$ cat src/rtl/pl1r_sender_if.sv
// Burst request / PL1R line bundle between a controller (master) and pl1r_sender (slave).
interface pl1r_sender_if;
  logic       start;
  logic [3:0] burst_len;
  logic       abort;
  logic       DigOut;
  logic       busy;
  logic       done;
  logic [7:0] sent_cnt;

  modport master (
    output start, burst_len, abort,
    input  DigOut, busy, done, sent_cnt
  );

  modport slave (
    input  start, burst_len, abort,
    output DigOut, busy, done, sent_cnt
  );
endinterface

$ cat src/rtl/pl1r_sender.sv
// PL1R burst sender: emits N pulses of PULSE_W high / GAP_W low cycles on DigOut,
// then a one-cycle FIN with done. abort returns to IDLE immediately.
module pl1r_sender #(
  parameter int PULSE_W = 8,
  parameter int GAP_W   = 4
) (
  input  logic         clk,
  input  logic         rst,
  pl1r_sender_if.slave bus
);

  typedef enum logic [1:0] {IDLE, HIGH, LOW, FIN} state_e;

  localparam logic [7:0] HIGH_LAST = 8'(PULSE_W - 1);
  localparam logic [7:0] LOW_LAST  = 8'(GAP_W - 1);

  state_e     state_q, state_d;
  logic [7:0] wcnt_q, wcnt_d;
  logic [3:0] pcnt_q, pcnt_d;
  logic [3:0] len_q, len_d;
  logic [7:0] sent_q, sent_d;
  logic       dig_q, dig_d;

  always_comb begin
    state_d = state_q;
    wcnt_d  = wcnt_q;
    pcnt_d  = pcnt_q;
    len_d   = len_q;
    sent_d  = sent_q;
    case (state_q)
      IDLE: begin
        // abort in IDLE outranks start: the request is dropped, not deferred
        if (bus.start && !bus.abort) begin
          state_d = HIGH;
          len_d   = (bus.burst_len == 4'd0) ? 4'd1 : bus.burst_len;
          pcnt_d  = 4'd0;
          wcnt_d  = 8'd0;
        end
      end
      HIGH: begin
        if (bus.abort) begin
          state_d = IDLE;
          wcnt_d  = 8'd0;
        end else if (wcnt_q == HIGH_LAST) begin
          // pulse is counted as it enters its gap
          state_d = LOW;
          wcnt_d  = 8'd0;
          pcnt_d  = pcnt_q + 4'd1;
          sent_d  = sent_q + 8'd1;
        end else begin
          wcnt_d = wcnt_q + 8'd1;
        end
      end
      LOW: begin
        if (bus.abort) begin
          state_d = IDLE;
          wcnt_d  = 8'd0;
        end else if (wcnt_q == LOW_LAST) begin
          wcnt_d  = 8'd0;
          state_d = (pcnt_q < len_q) ? HIGH : FIN;
        end else begin
          wcnt_d = wcnt_q + 8'd1;
        end
      end
      FIN:     state_d = IDLE;
      default: state_d = IDLE;
    endcase
    dig_d = (state_d == HIGH);
  end

  always_ff @(posedge clk or negedge rst) begin
    if (!rst) begin
      state_q <= IDLE;
      wcnt_q  <= 8'd0;
      pcnt_q  <= 4'd0;
      len_q   <= 4'd0;
      sent_q  <= 8'd0;
      dig_q   <= 1'b0;
    end else begin
      state_q <= state_d;
      wcnt_q  <= wcnt_d;
      pcnt_q  <= pcnt_d;
      len_q   <= len_d;
      sent_q  <= sent_d;
      dig_q   <= dig_d;
    end
  end

  assign bus.DigOut   = dig_q;
  assign bus.busy     = (state_q == HIGH) || (state_q == LOW);
  assign bus.done     = (state_q == FIN);
  assign bus.sent_cnt = sent_q;

endmodule

$ cat src/flat_wrapper.sv
// flat-port wrapper written by rule: the top's interface ports become plain ports
module pl1r_sender_flat 
#(
  parameter int PULSE_W = 8,
  parameter int GAP_W   = 4
)
  (clk, rst, bus_start, bus_burst_len, bus_abort, bus_DigOut, bus_busy, bus_done, bus_sent_cnt);
  pl1r_sender_if bus_i ();
  input  logic clk;
  input  logic rst;
  input wire logic [$bits(bus_i.start)-1:0] bus_start;
  input wire logic [$bits(bus_i.burst_len)-1:0] bus_burst_len;
  input wire logic [$bits(bus_i.abort)-1:0] bus_abort;
  output wire logic [$bits(bus_i.DigOut)-1:0] bus_DigOut;
  output wire logic [$bits(bus_i.busy)-1:0] bus_busy;
  output wire logic [$bits(bus_i.done)-1:0] bus_done;
  output wire logic [$bits(bus_i.sent_cnt)-1:0] bus_sent_cnt;
  assign bus_i.start = bus_start;
  assign bus_i.burst_len = bus_burst_len;
  assign bus_i.abort = bus_abort;
  assign bus_DigOut = bus_i.DigOut;
  assign bus_busy = bus_i.busy;
  assign bus_done = bus_i.done;
  assign bus_sent_cnt = bus_i.sent_cnt;
  pl1r_sender #(.PULSE_W(PULSE_W), .GAP_W(GAP_W)) u_core (.clk(clk), .rst(rst), .bus(bus_i));
endmodule
$ cat config.mk
export PLATFORM = sky130hd
export DESIGN_NAME = pl1r_sender_flat
export DESIGN_NICKNAME = d
export VERILOG_FILES = /design/src/rtl/pl1r_sender_if.sv /design/src/rtl/pl1r_sender.sv /design/src/flat_wrapper.sv
export SDC_FILE = /design/constraint.sdc
export NUM_CORES = 1
export LEC_CHECK = 0
export BUFFER_PORTS_ARGS = -buffer_cell sky130_fd_sc_hd__buf_2
export CORE_ASPECT_RATIO = 0.8
export CORE_MARGIN = 2
export CORE_UTILIZATION = 25
export CTS_BUF_LIST = sky130_fd_sc_hd__clkbuf_8
export DETAILED_ROUTE_END_ITERATION = 12
export SLEW_MARGIN = 25
export SYNTH_ARGS = -nofsm -noshare
export SYNTH_HDL_FRONTEND = slang
export SYNTH_SLANG_ARGS = --single-unit
$ cat constraint.sdc
create_clock -name clk -period 1.8 [get_ports clk]
set_input_delay 0.27 -clock clk [delete_from_list [all_inputs] [get_ports clk]]
set_output_delay 0.27 -clock clk [all_outputs]
set_load 0.1 [all_outputs]
==> metrics.txt, run 1 <==
CP required=2.02 ns; row count=26; reg2reg setup slack=0.05 ns; Clock transition at path regs=0.10 ns; setup slack after layout=0.0497 ns; Netlist cell types=38; Max Cap Viol=0; Fin. Hold Viols=27; Initial DRT Pass Iterations=4; Core ar.=0.00628 sq mm; CTS Sinks=27; total wire length=3430 um; Mean Syn Cell Area=9.95 sq um; Detailed Place HPWL=2580 um; clock skew=0.00437 ns; die area=0.00707 sq mm; endpoints failing setup=0; measured slew at the worst slew-check pin=0.623 ns; DR vias=1224; DRC Markers=0; Netlist Area Pre-Place=0.00160 sq mm; H-Tree Depth=1; global-route wire length before repair=5960 um; initial detailed-routing violation count=62; P per Cell Area=927 mW/mm^2; Vias/cell=4.48; fin crit period=1.75 ns; final period utilization=97.2%; Root Buffer=clkbuf_8; CTS Buffer Depth=2; Worst slew margin=58.5%; Layout area overhead=22.7%; met1 WL=1840 um; endpoint type of the worst setup path=flop; Peak Freq=571 MHz; Num CTS Buffers=3; Post-Place Worst Slack=-0.0150 ns; Crit Path Max Fanout=4; total gr overflow=0; Post-layout nets=210; number of slew-limit violations in the final report=0; vias in the first global route=1217; Ports=19; initial antenna violation count=0; Synth Instances=161; RePlAce Congestion=0.797; metal2 WL=1480 um; gr usage total=10.8%; WL met3=99 um; YS warnings=0; RSZ-0062 raised after global routing=yes; failing checks=negative hold slack; crit start category=flop; Initial Util=25.5%; CTS tree=yes; port bufs=18; Worst Path Arrival=1.97 ns; Final ANT Viol Nets=0; status=finished, violations left; P_leak=0.917 nW; critical path class=reg -> reg; layout cells sized above 1=28.6%; WL/cell=12.6 um; highest routed layer=met4; synthesized flop and latch total=27; Hold/Removal Path Class=in -> async; largest net degree at the start of global routing=28; Die W=93.5 um; Syn Nets=181; worst hold slack=-0.00697 ns; Antenna Cells=0; Clk Latency, worst-skew pair=0.28 ns; Seq/Total Area, Yosys=42.2%; die height=75.6 um; VDD IR max=234 uV
## sequential cells by signal, summed over array words and instances, names as in the netlist
| name | flops |
|---|---|
| u_core.len_q | 4 |
| u_core.state_q | 2 |
| u_core.pcnt_q | 4 |
| u_core.bus.DigOut | 1 |
| u_core.wcnt_q | 8 |
| u_core.bus.sent_cnt | 8 |
## worst max-delay path: stages (launching register included)
cell and delay (ns):
dfrtp_1 0.43, ha_4 0.17, or4b_4 0.48, o311ai_2 0.24, a32o_2 0.17, and4_1 0.19
## synth_stat cells
| cell | instances | area [sq um] |
|---|---|---|
| a21oi_1 | 6 | 30.0 |
| nand2_1 | 11 | 41.3 |
| and3_2 | 1 | 7.51 |
| a22o_1 | 5 | 43.8 |
| a211oi_1 | 1 | 7.51 |
| o311ai_2 | 1 | 16.3 |
| and4_1 | 2 | 17.5 |
| ha_1 | 12 | 150 |
| o21ai_0 | 9 | 45.0 |
| or4_1 | 1 | 7.51 |
| nand3_1 | 10 | 50.1 |
| a21o_1 | 1 | 7.51 |
| o22ai_1 | 4 | 25.0 |
| nor3_1 | 3 | 15.0 |
| nand3b_1 | 2 | 15.0 |
| mux2i_1 | 2 | 20.0 |
| nor3b_1 | 1 | 7.51 |
| nor2b_1 | 2 | 12.5 |
| dfrtp_1 | 27 | 676 |
| buf_6 | 1 | 11.3 |
| and4bb_2 | 1 | 12.5 |
| nand2b_1 | 7 | 43.8 |
| or2_1 | 1 | 6.26 |
| or3_1 | 1 | 6.26 |
| and3_1 | 2 | 12.5 |
| xor2_1 | 2 | 17.5 |
| o211ai_1 | 2 | 15.0 |
| nor2_1 | 10 | 37.5 |
| a32o_2 | 1 | 11.3 |
| clkbuf_2 | 1 | 5.00 |
| nand4_2 | 1 | 12.5 |
| or4b_4 | 1 | 13.8 |
| nor3_2 | 1 | 10.0 |
| mux2_2 | 6 | 67.6 |
| inv_1 | 10 | 37.5 |
| buf_2 | 1 | 5.00 |
| xnor2_1 | 5 | 43.8 |
| nand4_1 | 6 | 37.5 |
## through the flow
stage | setup TNS, ns | power [mW] | instance area [sq um] | util, % | std cells
after floorplan | 0 | 1.26 | 1630 | - | 161
after global placement | 0 | 1.42 | 1870 | 29.8 | 267
after detailed placement | -0.0150 | 1.43 | 1870 | 29.8 | 267
after CTS | 0 | 1.81 | 1920 | 30.6 | 271
after global routing | -0.0510 | 1.94 | 1970 | 31.3 | 273
final | 0 | 1.82 | 1970 | 31.3 | 273
## cell families (layout without fill, tap and decap cells)
logic type	after synthesis	count (layout)	synth area share, %
fa+ha+maj	12	12	9.37
xor+xnor	7	7	3.83
mux	8	8	5.47
simple gates	64	64	22.9
flops	27	27	42.2
compound gates	30	30	12.6
buf+inv	13	41	3.67
## layer usage
metal / global-route usage (%) / vias up
met4: 1.96 / 0
li1: - / 642
met2: 17.0 / 10
met5: 0 / -
met3: 2.67 / 3
met1: 15.3 / 569
## power by group
| group | total [mW] | switching, mW | internal, mW |
|---|---|---|---|
| clock | 0.363 | 0.205 | 0.158 |
| sequential | 0.718 | 0.0415 | 0.676 |
| combinational | 0.742 | 0.440 | 0.301 |
## path summary, 6_finish.rpt
path                                                     from                                 end  cells after the start
min                                                       rst        u_core.pcnt_q[2]$_DFFE_PN0P_                      1
max in group asynchronous                                 rst         u_core.state_q[0]$_DFF_PN0_                      1
max                              u_core.wcnt_q[0]$_DFFE_PN0P_         u_core.bus.DigOut$_DFF_PN0_                      5
min in group clk                             bus_burst_len[1]         u_core.len_q[1]$_DFFE_PN0P_                      2
min reg2reg                u_core.bus.sent_cnt[7]$_DFFE_PN0P_  u_core.bus.sent_cnt[7]$_DFFE_PN0P_                      1
max reg2reg                      u_core.wcnt_q[0]$_DFFE_PN0P_         u_core.bus.DigOut$_DFF_PN0_                      5
## what timing repair did
action,4_1_cts,5_1_grt
hold buffers,0,0
resized for setup,2,6
buffers inserted,0,2
pin swaps,0,5
setup endpoints to repair,4,11
## placed cells by master, fill, tap and decap left out, types with 2 or more instances in the layout
cell and instances:
a22o_1 5, nor3_1 2, xor2_1 2, ha_4 3, nand4_1 6, inv_1 8, xnor2_1 5, and3_1 2
o211ai_1 2, mux2_2 6, nand3b_1 2, o22ai_1 4, clkbuf_8 3, nand3_1 10, nor2_1 10, buf_2 17
o21ai_0 9, dfrtp_1 25, ha_1 9, nand2_1 10, nor2b_1 2, and4_1 2, dfrtp_2 2, a21oi_1 6
mux2i_1 2, nand2b_1 7, buf_4 9
## area by class of cell
cell class	count	area (sq um)
timing repair buffer	27	173
tap	84	105
multi-input combinational	121	921
sequential	27	678
clock inverter	1	7.51
fill	662	4310
clock buffer	3	41.3
inverter	10	40.0
Power figures use the tool's default switching activity.
==> inputs of run 2 (changes only) <==
--- a/config.mk
+++ b/config.mk
@@ -7,7 +7,7 @@
 export LEC_CHECK = 0
 export BUFFER_PORTS_ARGS = -buffer_cell sky130_fd_sc_hd__buf_2
 export CORE_ASPECT_RATIO = 0.8
-export CORE_MARGIN = 2
+export CORE_MARGIN = 4
 export CORE_UTILIZATION = 25
 export CTS_BUF_LIST = sky130_fd_sc_hd__clkbuf_8
 export DETAILED_ROUTE_END_ITERATION = 12
==> metrics.txt, run 2 (synthesis gave the netlist of run 1 again) <==
Seq pwr share=38.0% (-1.4 points); Max Cap Viol=0 (unchanged); reg2reg setup slack=0.08 ns (+0.03 ns); Clk Latency, worst-skew pair=0.27 ns (about the same); final period utilization=95.5% (-1.7 points); status=finished clean; port bufs=18 (unchanged); DRC Markers=0 (unchanged); CTS Buffer Depth=2 (unchanged); Post-layout nets=215 (+2.4%); endpoints failing setup=0 (unchanged); Reg-to-Reg End=u_core.pcnt_q[3]$_DFFE_PN0P_; Initial Util=26.4% (+0.88 points); crit start category=flop; Crit Path Max Fanout=8 (+4); total wire length=3590 um (+4.6%); Peak Freq=581 MHz (+1.8%); switching share of power=37.9% (+0.18 points); DR vias=1279 (+4.5%); clock skew=0.00430 ns (-0.0000656 ns); largest net degree at the start of global routing=28 (unchanged); Worst Reg-to-Reg Cells=5 (unchanged); Vias/cell=4.65 (+3.7%); Num CTS Buffers=3 (unchanged); endpoint type of the worst setup path=flop; Detailed Place HPWL=2640 um (+2.3%); row count=25 (-3.8%); Core ar.=0.00607 sq mm (-3.3%); CTS tree=yes; critical path class=reg -> reg; Root Buffer=clkbuf_8; most common cell after layout, fill and taps aside=dfrtp_1; Ports=19 (unchanged); CP required=2.02 ns (about the same); reg-to-reg startpoint=u_core.wcnt_q[6]$_DFFE_PN0P_; Net Sw Power=0.708 mW (+3.1%); placed cells=266 (-0.37%); initial antenna violation count=0 (unchanged); setup TNS=0 ns (unchanged); Cell Int Power=1.16 mW (+2.3%); vias in the first global route=1233 (+1.3%); Layout area overhead=24.1%; Initial DRT Pass Iterations=4 (unchanged); Worst slew margin=57.6% (-0.83 points); global-route wire length before repair=6070 um (+1.7%); Clock power frac=19.0% (-0.9 points); P per Cell Area=940 mW/mm^2 (+1.4%); die area=0.00776 sq mm (+9.8%); initial detailed-routing violation count=46 (-26%); VDD IR max=267 uV (+14%); Final ANT Viol Nets=0 (unchanged); layout cells sized above 1=28.9% (+0.29 points); Hold/Removal Path Class=in -> async; Fin. Hold Viols=0 (-100%); most frequent cells in the layout=26 x dfrtp_1, 17 x buf_2, 13 x buf_4; Filler Cell Count=643 (-2.9%); P_leak=0.935 nW (+1.9%); Clock transition at path regs=0.10 ns (about the same); CTS Sinks=27 (unchanged); WL/cell=13.0 um (+3.9%); measured slew at the worst slew-check pin=0.636 ns (+0.0125 ns); number of slew-limit violations in the final report=0 (unchanged); area of the multi-input gates=916 sq um (-0.54%); RSZ-0062 raised after global routing=no; gr usage total=9.52% (-1.2 points); final cell count without fillers=275 (+0.73%); total gr overflow=0 (unchanged); FF/Latch Area=677 sq um (-0.18%); Worst Path Arrival=1.94 ns (-0.03 ns); H-Tree Depth=1 (unchanged); Die W=97.5 um (+4.3%); Antenna Cells=0 (unchanged); RePlAce Congestion=0.827 (+3.8%); fin crit period=1.72 ns (-0.0305 ns); die height=79.6 um (+5.3%); Logic pwr share=42.9% (+2.2 points)
run 2: layout make-up:
cell class                      count  share of cell area [%]
Sequential cell                    27                    34.0
Inverter                           10                    1.89
Timing Repair Buffer               32                    10.4
Multi-Input combinational cell    121                    46.1
Tap cell                           81                    5.10
Clock buffer                        3                    2.08
Clock inverter                      1                   0.378
run 2: worst max-delay path by stage:
stage / from / end / cells after the start
after global routing: u_core.wcnt_q[3]$_DFFE_PN0P_ / u_core.pcnt_q[2]$_DFFE_PN0P_ / 6
after CTS: u_core.state_q[0]$_DFF_PN0_ / u_core.wcnt_q[4]$_DFFE_PN0P_ / 7
final: u_core.wcnt_q[6]$_DFFE_PN0P_ / u_core.pcnt_q[3]$_DFFE_PN0P_ / 5
after floorplan: u_core.state_q[1]$_DFF_PN0_ / u_core.pcnt_q[3]$_DFFE_PN0P_ / 9
after global placement: u_core.state_q[0]$_DFF_PN0_ / u_core.wcnt_q[4]$_DFFE_PN0P_ / 7
after detailed placement: u_core.state_q[0]$_DFF_PN0_ / u_core.wcnt_q[4]$_DFFE_PN0P_ / 7
run 2: worst max-delay path, stage by stage (launching register included):
cell	delay [ns]
dfrtp_1	0.46
nor2_1	0.28
nand4_4	0.20
or4_1	0.54
nand2_1	0.08
a22o_1	0.11
run 2: what timing repair did:
action,4_1_cts,5_1_grt
hold buffers,0,0
setup buffers,0,5
endpoints found under the setup margin,0,9
endpoints found under the hold margin,0,0
gates resized for setup,0,5
run 2: per-layer routing:
layer	routed length [um]	track usage [%]	share of wire [%]
met1	1870	14.0	52
met2	1540	14.0	43
met3	158	2.36	4.4
met4	22	2.07	0.61
met5	0	0	0
run 2: power by group through the flow:
stage | Combinational (mW) | Clock, mW | Sequential, mW
6_report | 0.802 | 0.356 | 0.711
3_3_place_gp | 0.730 | 0 | 0.730
4_1_cts | 0.732 | 0.368 | 0.719
2_1_floorplan | 0.460 | 0 | 0.803
3_5_place_dp | 0.728 | 0 | 0.731
5_1_grt | 0.874 | 0.392 | 0.718
run 2: metrics by stage:
| stage | setup WS, ns | hold slack (ns) | util [%] | total power, mW | instance area (sq um) |
|---|---|---|---|---|---|
| global placement | 0.0370 | 0.329 | 31.0 | 1.46 | 1880 |
| CTS | 0.0266 | 0.0286 | 31.8 | 1.82 | 1930 |
| floorplan | 0.0302 | -0.0256 | - | 1.26 | 1630 |
| finish | 0.0803 | 0.00391 | 32.8 | 1.87 | 1990 |
| global route | 0.00882 | 0.0639 | 32.8 | 1.98 | 1990 |
| detailed placement | 0.0538 | 0.331 | 31.0 | 1.46 | 1880 |
